$ cat src/rtl/lru_arbiter_if.sv
// Request/grant bundle between the requester logic and the LRU arbiter.
// The master side drives req/tick; the arbiter (slave) drives grant and status.
interface lru_arbiter_if;
  logic [3:0] req;
  logic       tick;
  logic [3:0] gnt;
  logic       gnt_vld;
  logic [1:0] gnt_id;
  logic [7:0] order;
  logic       timeout;

  modport master (
    output req,
    output tick,
    input  gnt,
    input  gnt_vld,
    input  gnt_id,
    input  order,
    input  timeout
  );

  modport slave (
    input  req,
    input  tick,
    output gnt,
    output gnt_vld,
    output gnt_id,
    output order,
    output timeout
  );
endinterface

$ cat src/rtl/lru_arbiter.sv
// Four-way least-recently-used arbiter with a tick-based hold limit.
// order keeps slot0 as LRU and slot3 as MRU; each grant moves its winner to slot3.
module lru_arbiter #(
  parameter int unsigned MAX_HOLD = 8,
  parameter int unsigned CNT_W    = 8
) (
  input logic         clk,
  input logic         rst,
  lru_arbiter_if.slave bus
);

  typedef enum logic [1:0] {
    IDLE,
    GRANT,
    GAP
  } state_t;

  state_t           state;
  logic [CNT_W-1:0] hold_cnt;
  logic [3:0][1:0]  order_q;
  logic [3:0]       gnt_q;
  logic             gnt_vld_q;
  logic [1:0]       gnt_id_q;
  logic             timeout_q;

  logic [1:0]       win_pos;
  logic [1:0]       win_id;
  logic [3:0][1:0]  order_next;
  logic [3:0]       seen;

  assign bus.gnt     = gnt_q;
  assign bus.gnt_vld = gnt_vld_q;
  assign bus.gnt_id  = gnt_id_q;
  assign bus.order   = order_q;
  assign bus.timeout = timeout_q;

  // Scan from LRU to MRU; only meaningful when some req bit is set.
  always_comb begin
    win_pos = 2'd3;
    if (bus.req[order_q[0]])      win_pos = 2'd0;
    else if (bus.req[order_q[1]]) win_pos = 2'd1;
    else if (bus.req[order_q[2]]) win_pos = 2'd2;
    win_id = order_q[win_pos];
  end

  // Slots at or above the winner's old position shift down one; winner becomes MRU.
  always_comb begin
    order_next    = order_q;
    order_next[0] = (win_pos == 2'd0) ? order_q[1] : order_q[0];
    order_next[1] = (win_pos <= 2'd1) ? order_q[2] : order_q[1];
    order_next[2] = (win_pos <= 2'd2) ? order_q[3] : order_q[2];
    order_next[3] = win_id;
  end

  always_ff @(posedge clk) begin
    if (rst) begin
      state     <= IDLE;
      gnt_q     <= '0;
      gnt_vld_q <= 1'b0;
      gnt_id_q  <= '0;
      timeout_q <= 1'b0;
      hold_cnt  <= '0;
      order_q   <= 8'hE4;
    end else begin
      timeout_q <= 1'b0;
      case (state)
        IDLE: begin
          if (|bus.req) begin
            state     <= GRANT;
            gnt_q     <= 4'b0001 << win_id;
            gnt_vld_q <= 1'b1;
            gnt_id_q  <= win_id;
            hold_cnt  <= '0;
            order_q   <= order_next;
          end
        end
        GRANT: begin
          // A release wins over a simultaneous final tick, so no timeout then.
          if (!bus.req[gnt_id_q]) begin
            state     <= GAP;
            gnt_q     <= '0;
            gnt_vld_q <= 1'b0;
          end else if (bus.tick) begin
            if (hold_cnt == CNT_W'(MAX_HOLD - 1)) begin
              state     <= GAP;
              gnt_q     <= '0;
              gnt_vld_q <= 1'b0;
              timeout_q <= 1'b1;
            end else if (hold_cnt != '1) begin
              hold_cnt <= hold_cnt + 1'b1;
            end
          end
        end
        GAP: begin
          state <= IDLE;
        end
        default: begin
          state <= IDLE;
        end
      endcase
    end
  end

  always_comb begin
    seen             = '0;
    seen[order_q[0]] = 1'b1;
    seen[order_q[1]] = 1'b1;
    seen[order_q[2]] = 1'b1;
    seen[order_q[3]] = 1'b1;
  end

  a_order_perm: assert property (@(posedge clk) disable iff (rst) (&seen));
  a_gnt_onehot: assert property (@(posedge clk) disable iff (rst) $onehot0(gnt_q));
  a_gnt_vld:    assert property (@(posedge clk) disable iff (rst) (gnt_vld_q == (|gnt_q)));

endmodule
$ cat src/flat_wrapper.sv
// flat-port wrapper written by rule: the top's interface ports become plain ports
module lru_arbiter_flat 
#(
  parameter int unsigned MAX_HOLD = 8,
  parameter int unsigned CNT_W    = 8
)
  (clk, rst, bus_req, bus_tick, bus_gnt, bus_gnt_vld, bus_gnt_id, bus_order, bus_timeout);
  lru_arbiter_if bus_i ();
  input logic clk;
  input logic rst;
  input wire logic [$bits(bus_i.req)-1:0] bus_req;
  input wire logic [$bits(bus_i.tick)-1:0] bus_tick;
  output wire logic [$bits(bus_i.gnt)-1:0] bus_gnt;
  output wire logic [$bits(bus_i.gnt_vld)-1:0] bus_gnt_vld;
  output wire logic [$bits(bus_i.gnt_id)-1:0] bus_gnt_id;
  output wire logic [$bits(bus_i.order)-1:0] bus_order;
  output wire logic [$bits(bus_i.timeout)-1:0] bus_timeout;
  assign bus_i.req = bus_req;
  assign bus_i.tick = bus_tick;
  assign bus_gnt = bus_i.gnt;
  assign bus_gnt_vld = bus_i.gnt_vld;
  assign bus_gnt_id = bus_i.gnt_id;
  assign bus_order = bus_i.order;
  assign bus_timeout = bus_i.timeout;
  lru_arbiter #(.MAX_HOLD(MAX_HOLD), .CNT_W(CNT_W)) u_core (.clk(clk), .rst(rst), .bus(bus_i));
endmodule
$ cat config.mk
export PLATFORM = sky130hd
export DESIGN_NAME = lru_arbiter_flat
export DESIGN_NICKNAME = d
export VERILOG_FILES = /design/src/rtl/lru_arbiter_if.sv /design/src/rtl/lru_arbiter.sv /design/src/flat_wrapper.sv
export SDC_FILE = /design/constraint.sdc
export NUM_CORES = 1
export LEC_CHECK = 0
export CELL_PAD_IN_SITES_DETAIL_PLACEMENT = 0
export CELL_PAD_IN_SITES_GLOBAL_PLACEMENT = 1
export CORE_ASPECT_RATIO = 0.6
export CORE_MARGIN = 10
export CORE_UTILIZATION = 35
export DETAILED_ROUTE_END_ITERATION = 10
export PLACE_DENSITY_LB_ADDON = 0.1
export SYNTH_ARGS = -nofsm -noshare
export SYNTH_HDL_FRONTEND = slang
export SYNTH_SLANG_ARGS = --single-unit
$ cat constraint.sdc
create_clock -name clk -period 2.7 [get_ports clk]
set_input_delay 0.54 -clock clk [delete_from_list [all_inputs] [get_ports clk]]
set_output_delay 0.54 -clock clk [all_outputs]
set_load 0.05 [all_outputs]
Yosys cells after proc, flatten, opt, wreduce, memory -nomap -nowiden
Index checks and enable logic that the tools add are counted.
Storage, ports and cells
  flip-flop bits (word level): 26
  latch bits: 0
  bits in writable memories: 0
  memory bits (read-only): 0
  input port bits: 7
  output and inout bits: 16
  word-level logic and storage cells: 79
  memories kept: 0
Operators by class
  add/subtract/negate cells: 1
  $mul: 0
  div/mod/pow operators: 0
  magnitude comparators: 7
  equal/unequal tests: 10
  shifts and indexed selects: 1
  mux-type cells: 35
  bitwise logic cells: 3
  reductions and logical operators: 12
Operators with widths (count)
  two-way mux 8 bit: 5
  two-way mux 4 bit: 4
  case mux 8 bit (2 select lines): 1
  < comparator 2 x 3 -> 1 bit (second input constant): 5
  two-way mux 2 bit: 7
  AND reduction 3 bit: 4
  two-way mux 1 bit: 10
  adder 8 x 1 -> 8 bit (second input constant): 1
  binary-select mux 1 bit (select 2 bit): 4
  == test 8 x 3 -> 1 bit (second input constant): 1
  != test 8 bit (second input constant): 1
  case mux 4 bit (2 select lines): 1
  OR reduction 4 bit: 2
  != test 2 x 1 -> 1 bit (second input constant): 3
  != test 3 bit (second input constant): 2
  AND reduction 6 bit: 1
  binary-select mux 2 bit (select 2 bit): 1
  logical NOT 2 bit: 2
  != test 2 bit (second input constant): 2
  case mux 2 bit (2 select lines): 1
  AND reduction 4 bit: 1
  << shifter 1 x 2 -> 4 bit (first input constant): 1
  inverter 1 bit: 3
  == test 2 x 1 -> 1 bit (second input constant): 1
  5 further kinds: 5

Longest topological paths before layout
Gate-level depths: netlist (run 1).
  depth in word-level cells: 10
  gate-level depth with buffers: 7

Worst setup path before layout (run 1)
OpenSTA, ideal clock, no wires.
  kind: reg-to-reg
  start: reg u_core.order_q, in the netlist u_core.bus.order[0]
  end: reg u_core.order_q, in the netlist u_core.bus.order[5]
  data arrival time: 2.242 ns
  required time: 2.580 ns
  path slack: 0.338 ns
  cell stages (with the launch flop): 7
  path buffers: 1
  period minus slack after synthesis: 2.362 ns
  cell sequence: dfxtp_1 > clkbuf_2 > mux4_2 > or2_1 > o21ai_1 > nor2_1 > a211o_1
On the way
  word-level cells in the longest chain between the ends: 5
Ends and longest elaborated chain
  start, declared: line lru_arbiter.sv:20  | logic [3:0][1:0] order_q;
  start signal, assigned: line lru_arbiter.sv:74  | order_q <= order_next;
  binary-select mux 1 bit (select 2 bit): line lru_arbiter.sv:40  | if (bus.req[order_q[0]]) win_pos = 2'd0;
  two-way mux 1 bit (implied by the code): line lru_arbiter.sv:40
  two-way mux 2 bit: line lru_arbiter.sv:40
  less-or-equal comparator 2 bit: line lru_arbiter.sv:51  | order_next[2] = (win_pos <= 2'd2) ? order_q[3] : order_q[2];
  AND reduction 3 bit (no line)
Every way passes these cells. The select of a mux whose other input is x is not followed.
A chain may end at the register's enable or synchronous reset.

Worst setup path after layout (run 1)
  start: in bus_req[2]
  end: reg u_core.hold_cnt[6]
On the way
  word-level cells in the longest chain between the ends: 4
  elaborated cells on any way between the ends: 6
  those cells by class: 2 x eq/ne; 2 x mux; 2 x reduce/logical
Ends and longest elaborated chain
  start, declared: line flat_wrapper.sv:11  | input wire logic [$bits(bus_i.req)-1:0] bus_req;
  binary-select mux 1 bit (select 2 bit): line lru_arbiter.sv:79  | if (!bus.req[gnt_id_q]) begin
  two-way mux 1 bit (implied by the code): line lru_arbiter.sv:79
  != test 2 x 1 -> 1 bit (no line)
  AND reduction 6 bit (no line) (*)
  end signal, assigned: line lru_arbiter.sv:90  | hold_cnt <= hold_cnt + 1'b1;
  end, declared: line lru_arbiter.sv:19  | logic [CNT_W-1:0] hold_cnt;
Mark *: on every way between the ends. The rest lies on a longest branch, timed or not. The select of a mux whose other input is x is not followed.

==> results of run 1 <==
-- cell type report --
| cell class | count | area, um2 | area share (%) |
|---|---|---|---|
| Multi-Input combinational cell | 115 | 774.5 | 45.45 |
| Sequential cell | 26 | 520.5 | 30.54 |
| Clock buffer | 4 | 55.05 | 3.231 |
| Inverter | 4 | 15.01 | 0.8811 |
| Tap cell | 47 | 58.81 | 3.451 |
| Timing Repair Buffer | 30 | 280.3 | 16.45 |
-- power by group through the flow --
stage	combinational [mW]	clock (mW)	sequential [mW]
finish	0.529	0.248	0.496
global route	0.570	0.274	0.506
CTS	0.531	0.258	0.497
detailed placement	0.529	0	0.505
global placement	0.528	0	0.505
floorplan	0.227	0	0.628
-- cells by family (layout without fill, tap and decap cells) --
group                      Yosys count  after routing
muxes                               11             11
adders and majority gates            1              1
buffers and inverters                9             38
AOI/OAI and AO/OA                   34             34
and+or+nand+nor                     65             65
xor gates and xnor gates             4              4
DFF                                 26             26
-- sequential cells by signal, summed over array words and instances (netlist names) --
name / flops
u_core.bus.gnt: 4
u_core.bus.timeout: 1
u_core.bus.gnt_vld: 1
u_core.bus.gnt_id: 2
u_core.hold_cnt: 8
u_core.bus.order: 8
u_core.state: 2
-- per-layer routing --
metal,track usage [%],up-vias
met3,3.768,4
li1,-,602
met2,14.56,41
met1,15.14,569
met5,0,-
met4,1.246,0
-- cells in the mapped netlist, drive strengths merged --
cell type and count:
o211ai 1, a211o 1, nand4 2, nand2 15, nor2 16, and2b 1, ha 1, nor2b 3
xnor2 3, buf 1, nand3 4, nor3b 2, o21ai 6, a31oi 2, mux2 1, and2 2
mux4 3, xor2 1, o21bai 1, o221ai 2, a41oi 1, dfxtp 26, a2bb2oi 1, or4b 1
a21oi 15, inv 4, mux2i 7, nor4b 1, nand2b 3, o32a 1, or4 2, a22oi 1
clkbuf 4, nor3 5, nor4 1, or3 3, o31a 1, or3b 1, a21o 1, and4 1
or2 2
-- worst max path at each step --
| stage | startpoint | end | slack, ns | depth (start not counted) |
|---|---|---|---|---|
| 2_1_floorplan | u_core.bus.order[0] | u_core.bus.order[5] | 0.34 | 6 |
| 3_3_place_gp | bus_req[1] | u_core.hold_cnt[4] | 0.02 | 6 |
| 3_5_place_dp | bus_req[1] | u_core.hold_cnt[6] | -0.04 | 7 |
| 4_1_cts | bus_req[2] | u_core.hold_cnt[6] | 0.25 | 7 |
| 5_1_grt | bus_req[2] | u_core.hold_cnt[6] | 0.06 | 7 |
| 6_report | bus_req[2] | u_core.hold_cnt[6] | 0.20 | 7 |
-- stage by stage --
stage / total power [mW] / utilization [%] / cells
2_1_floorplan: 0.8556 / - / 150
3_3_place_gp: 1.033 / 45.08 / 222
3_5_place_dp: 1.034 / 45.08 / 222
4_1_cts: 1.286 / 46.58 / 226
5_1_grt: 1.350 / 46.58 / 226
6_report: 1.273 / 46.58 / 226
-- worst reg2reg max path, cell delays in order (launching register included) --
cell and delay, ns:
dfxtp_1 0.49, mux4_2 0.61, or2_1 0.32, o21ai_1 0.40
or2_2 0.20, a21oi_1 0.06
==> flow_summary.ini, run 1 <==
[outcome]
status = completed

[sta]
rsz0062_at_grt = no
fin_crit_ns = 2.498
max_freq_mhz = 400.4
finClkSkew_ns = 0.006495
whs_ns = 0.4632
fin_setup_tns_ns = 0
post-route-period-util_pct = 92.51
relSlewSlack_pct = 44.22
hold_viol = 0
setup_violations = 0
drv_slew = 0
fin_ws_ns = 0.2022
tightest_slew_ns = 0.8303

[yosys]
syn-instance-count = 150
avgSynthCellArea_um2 = 8.875
synthTopCellsByArea = dfxtp_1, a21oi_1, mux2i_1, mux4_2, nor2_1
synth_top_area_share_pct = 39.10
synth_mux_area_share_pct = 11.18
syn_area_um2 = 1331
synth_cell_type_count = 47
synth_top_family_by_area = simple AND/OR/NAND/NOR gates
synth_fa_ha_area_share_pct = 0.9398
yosys.area_share.simple_pct = 25.85
synth-compound-area-share_pct = 17.58
yosys_warnings = 0
synthXorXnorAreaFrac_pct = 2.632
yosysTopAreaCell = dfxtp_1
syn_nets = 158
ys_seq_area_share_pct = 39.10
synth_seq_cells = 26

[final_layout]
drive_gt1_share_pct = 13.97
syn2layout_area_growth_pct = 28.01
final_common_cell = dfxtp_1
num-fill-cells = 374
fin_nets = 188
most-common-layout-cells = dfxtp_1, clkdlybuf4s50_1, nor2_1
stdcell_area_um2 = 1704
antennaDiodeCount = 0

[clocking]
cts.clk_slew.worst_paths_ns = 0.09
cts_made_buffers = 3
postCtsHoldBufs = 0
htree_levels = 1
clk_path_buf_depth = 2
cts_tree = done
ctsRootBufferMaster = clkbuf_8
cts.sinks = 26
post_cts_resized = 0
clk_latency_ns = 0.27
postCtsSetupBuffers = 0

[min_path]
min_path_type = flop to flop
holdCritStartpoint = u_core.bus.gnt[1]
min_path_cells = 2
min_to = u_core.bus.gnt[1]

[setup_path]
cp_cell_sequence = clkdlybuf4s50_1 > nor4_1 > nor3_1 > a41oi_4 > nor4b_1 > xnor2_1 > nor2_1
r2r_slack_ns = 0.51
crit_arrival_ns = 2.66
end_kind = flop
cp_num_buf_inv = 1
required_ns = 2.86
r2r_start = u_core.bus.order[0]
regToRegEndpoint = u_core.bus.gnt_id[0]
ff2ff_path_depth = 5
critical_path.startpoint_type = input pin
cp_max_fo = 8
crit_family = simple AND/OR/NAND/NOR gates
critPathMaxStageDelay_ns = 0.65
cpMaxStageDelayCell = nor3_1
path_class = input pin to flop

[detailed_routing]
ant_nets = 0
viasPerCell = 5.381
drt_iter0_drc = 69
wl_met2_um = 1408
drt-total-wl_um = 3513
wl_met1_um = 1891
num_vias = 1216
highest-signal-layer = met4
drt-pass1-iter-count = 4
drt-wirelength-per-cell_um = 15.54
wl_met3_um = 196
drc_errors = 0

[flow_run]
drv_cap = 0

[placement]
placed_area_um2 = 1649
hpwl_um = 2822
gp_congestion = 0.8825
port-buffer-count = 22
preCtsSetupSlack_ns = -0.04328

[grt]
grt_max_degree = 16
track_usage_pct = 10.45
antenna_found_initial = 0
grt.overflow.total = 0
grt_pass1_wl_um = 5802
first_global_vias = 1133

[pwr]
powerDensity_nw_per_um2 = 746.8
power_frac_comb_pct = 41.5
seqPwrFrac_pct = 39.0
switching_share_pct = 39.37
leakage_nw = 0.6248
internal_power_uw = 771.5
clkPwrFrac_pct = 19.5
p_switching_uw = 501.0
ir_worst_vdd_v = 0.0003275

[floorplanning]
num_rows = 17
initial_core_util_pct = 36.39
die_y_um = 67.77
ioPinCount = 23
die_w_um = 99.62
core_um2 = 3659
die_area_um2 = 6751
Note: power is estimated with default switching activity, not from simulation.
==> inputs of run 2 (changes only) <==
CAP_MARGIN = 10   (was unset)
CELL_PAD_IN_SITES_DETAIL_PLACEMENT = unset   (was 0)
CELL_PAD_IN_SITES_GLOBAL_PLACEMENT = unset   (was 1)
CTS_BUF_LIST = sky130_fd_sc_hd__clkbuf_2 sky130_fd_sc_hd__clkbuf_4 sky130_fd_sc_hd__clkbuf_8   (was unset)
PLACE_DENSITY_LB_ADDON = unset   (was 0.1)
==> flow_summary.ini, run 2 (synthesized netlist as in run 1, its figures left out) <==
[outcome]
status = completed

[placement]
hpwl_um = 2568
port-buffer-count = 22
gp_congestion = 0.8873
dp_cells = 220
placed_area_um2 = 1634

[sta]
tightest_slew_ns = 0.8137
relSlewSlack_pct = 45.34
rsz0062_at_grt = no
finClkSkew_ns = 0.006361
setup_violations = 0
post-route-period-util_pct = 92.79
hold_viol = 0
max_freq_mhz = 399.2
fin_crit_ns = 2.505
whs_ns = 0.4547
drv_slew = 0

[final_layout]
instances_no_fill = 224
drive_gt1_share_pct = 12.99
num-fill-cells = 362
stdcell_area_um2 = 1689
final_common_cell = dfxtp_1
syn2layout_area_growth_pct = 26.88
most-common-layout-cells = dfxtp_1, clkdlybuf4s50_1, nor2_1
antennaDiodeCount = 0
fin_nets = 186

[grt]
grt_max_degree = 17
grt.overflow.total = 0
first_global_vias = 1109
antenna_found_initial = 0
track_usage_pct = 10.05
grt_pass1_wl_um = 5554

[setup_path]
cpMaxStageDelayCell = nor3_1
cp_max_fo = 8
required_ns = 2.87
crit_arrival_ns = 2.67
critical_path.startpoint_type = input pin
cp_cell_sequence = clkdlybuf4s50_1 > nor4_1 > nor3_1 > a41oi_4 > nor4b_1 > xnor2_1 > nor2_1
path_class = input pin to flop
end_kind = flop
critPathMaxStageDelay_ns = 0.64

[detailed_routing]
drt_iter0_drc = 84
drt-wirelength-per-cell_um = 14.32
viasPerCell = 5.362
drt-total-wl_um = 3207
drc_errors = 0
drt-pass1-iter-count = 4
ant_nets = 0
num_vias = 1201

[pwr]
leakage_nw = 0.6154
powerDensity_nw_per_um2 = 748.8
seqPwrFrac_pct = 39.2
clkPwrFrac_pct = 19.8
ir_worst_vdd_v = 0.0003553
power_frac_comb_pct = 41.0
finalPower_mw = 1.265
p_switching_uw = 493.8
switching_share_pct = 39.04
internal_power_uw = 771.0

[floorplanning]
die_w_um = 99.62
num_rows = 17
initial_core_util_pct = 36.39
die_area_um2 = 6751
die_y_um = 67.77
ioPinCount = 23
core_um2 = 3659

[flow_run]
drv_cap = 0

[clocking]
postCtsSetupBuffers = 0
post_cts_resized = 0
cts_made_buffers = 3
ctsRootBufferMaster = clkbuf_8
postCtsHoldBufs = 0
cts.clk_slew.worst_paths_ns = 0.09
clk_latency_ns = 0.27
cts_tree = done
htree_levels = 1
cts.sinks = 26
clk_path_buf_depth = 2

[min_path]
min_path_type = flop to flop
[run 2: stage by stage]
step	utilization, %	worst slack (ns)	TNS, ns
floorplan	-	0.3384	0
global placement	44.66	0.03143	0
detailed placement	44.66	-0.08929	-0.1378
CTS	46.17	0.2005	0
global route	46.17	0.03334	0
finish	46.17	0.1947	0
[run 2: path summary, 6_finish.rpt]
kind | start | end | slack, ns | depth (start not counted)
worst max-delay path | bus_req[0] | u_core.hold_cnt[6] | 0.19 | 7
worst min-delay path | u_core.bus.gnt[1] | u_core.bus.gnt[1] | 0.45 | 2
worst max register to register | u_core.bus.order[0] | u_core.bus.order[5] | 0.58 | 5
worst min register to register | u_core.bus.gnt[1] | u_core.bus.gnt[1] | 0.45 | 2
[run 2: layout make-up]
| cell class | instances | area, um2 | share of cell area [%] |
|---|---|---|---|
| flip-flops and latches | 26 | 520.5 | 30.81 |
| clock buffers | 4 | 55.05 | 3.259 |
| well taps | 47 | 58.81 | 3.481 |
| inverters | 4 | 15.01 | 0.8889 |
| multi-input cells | 115 | 774.5 | 45.85 |
| repair buffers | 28 | 265.3 | 15.70 |
[run 2: power by group through the flow]
stage / Sequential [mW] / Combinational (mW) / Clock [mW]
finish: 0.495 / 0.519 / 0.250
global route: 0.506 / 0.563 / 0.278
CTS: 0.496 / 0.523 / 0.260
detailed placement: 0.504 / 0.521 / 0
global placement: 0.504 / 0.523 / 0
floorplan: 0.628 / 0.227 / 0
[run 2: layer usage]
layer / routed length, um / GRT usage (%) / vias up
li1: - / - / 605
met2: 1364 / 15.05 / 26
met3: 226 / 3.564 / 5
met4: 24 / 2.313 / 0
met5: 0 / 0 / -
met1: 1591 / 13.51 / 565
[run 2: worst max-delay path: cells and delay by family]
kind,cells,cell delay (ns)
buffers and inverters,1,0.61
AND/OR/NAND/NOR,4,1.22
AO/OA/AOI/OAI,1,0.13
XOR/XNOR,1,0.17
==> inputs of run 3 (changes only) <==
CELL_PAD_IN_SITES_DETAIL_PLACEMENT = 1   (was unset)
CELL_PAD_IN_SITES_GLOBAL_PLACEMENT = 1   (was unset)
PLACE_DENSITY_LB_ADDON = 0.1   (was unset)
SETUP_SLACK_MARGIN = 0.05   (was unset)
==> flow_summary.ini, run 3 (synthesized netlist as in run 1, its figures left out) <==
[final_layout]
instances_no_fill = 226
most-common-layout-cells = dfxtp_1, clkdlybuf4s50_1, nor2_1
antennaDiodeCount = 0
fin_util_pct = 46.72
stdcell_area_um2 = 1709
syn2layout_area_growth_pct = 28.38
final_common_cell = dfxtp_1
fin_nets = 188
drive_gt1_share_pct = 14.53

[setup_path]
crit_arrival_ns = 2.72
r2r_start = u_core.bus.order[0]
end_kind = flop
regToRegEndpoint = u_core.bus.gnt_id[0]
crit_end = u_core.hold_cnt[4]
critical_path.startpoint_type = input pin
r2r_slack_ns = 0.48
required_ns = 2.91
cp_max_fo = 7
ff2ff_path_depth = 5
path_class = input pin to flop
startpoint = bus_req[1]

[sta]
fin_setup_tns_ns = 0
setup_violations = 0
drv_slew = 0
tightest_slew_ns = 0.5275
whs_ns = 0.4653
post-route-period-util_pct = 92.99
finClkSkew_ns = 0.002210
fin_crit_ns = 2.511
max_freq_mhz = 398.3
relSlewSlack_pct = 64.56
rsz0062_at_grt = no
fin_ws_ns = 0.1893
hold_viol = 0

[pwr]
leakage_nw = 0.6260
finalPower_mw = 1.299
ir_worst_vdd_v = 0.0003279
powerDensity_nw_per_um2 = 759.8

[grt]
grt.overflow.total = 0
grt_max_degree = 16
track_usage_pct = 12.27
antenna_found_initial = 0
first_global_vias = 1237
grt_pass1_wl_um = 6693

[floorplanning]
die_w_um = 99.62
initial_core_util_pct = 36.39
core_um2 = 3659
die_y_um = 67.77
ioPinCount = 23
num_rows = 17
die_area_um2 = 6751

[detailed_routing]
drt_iter0_drc = 97
drc_errors = 0
drt-wirelength-per-cell_um = 17.77
viasPerCell = 5.252
num_vias = 1187
drt-pass1-iter-count = 4
drt-total-wl_um = 4016
ant_nets = 0

[clocking]
cts.clk_slew.worst_paths_ns = 0.09
clk_latency_ns = 0.27
cts_made_buffers = 3
postCtsSetupBuffers = 0
clk_path_buf_depth = 2
cts_tree = done
htree_levels = 1
cts.sinks = 26
ctsRootBufferMaster = clkbuf_8
postCtsHoldBufs = 0
post_cts_resized = 0

[outcome]
status = completed

[min_path]
min_path_type = flop to flop
holdCritStartpoint = u_core.bus.gnt[2]

[placement]
hpwl_um = 3285
placed_area_um2 = 1649
dp_cells = 222
preCtsSetupSlack_ns = -0.08879
gp_congestion = 0.8825
port-buffer-count = 22

[flow_run]
drv_cap = 0
-- run 3: worst min path at each step --
stage,endpoint,slack (ns),depth (start not counted)
after floorplan,u_core.hold_cnt[4],0.47,2
after global placement,u_core.bus.gnt[1],0.44,2
after detailed placement,u_core.bus.gnt[2],0.46,2
after CTS,u_core.bus.gnt[2],0.47,2
after global routing,u_core.bus.gnt[2],0.49,2
final,u_core.bus.gnt[2],0.47,2
-- run 3: power breakdown --
group          internal (mW)  switching, mW  total (mW)
logic                  0.210          0.330       0.541
clock network          0.131          0.127       0.257
registers              0.432         0.0691       0.501
total                  0.773          0.526        1.30
-- run 3: worst max-delay path, cell delays in order --
cell and delay (ns):
clkdlybuf4s50_1 0.61, mux4_2 0.32, and2b_1 0.24, nand4_1 0.21, or4b_2 0.65, a21oi_1 0.15
-- run 3: area by class of cell --
cell class	count	area, um2
clock buffer	4	55.05
fill	442	1949
inverter	4	15.01
multi-input combinational	115	779.5
sequential	26	520.5
tap	47	58.81
timing repair buffer	30	280.3
-- run 3: per-layer routing --
layer	routed length [um]	track usage, %
met5	0	0
met4	34	1.779
met3	217	4.073
met2	1659	18.12
met1	2104	17.18
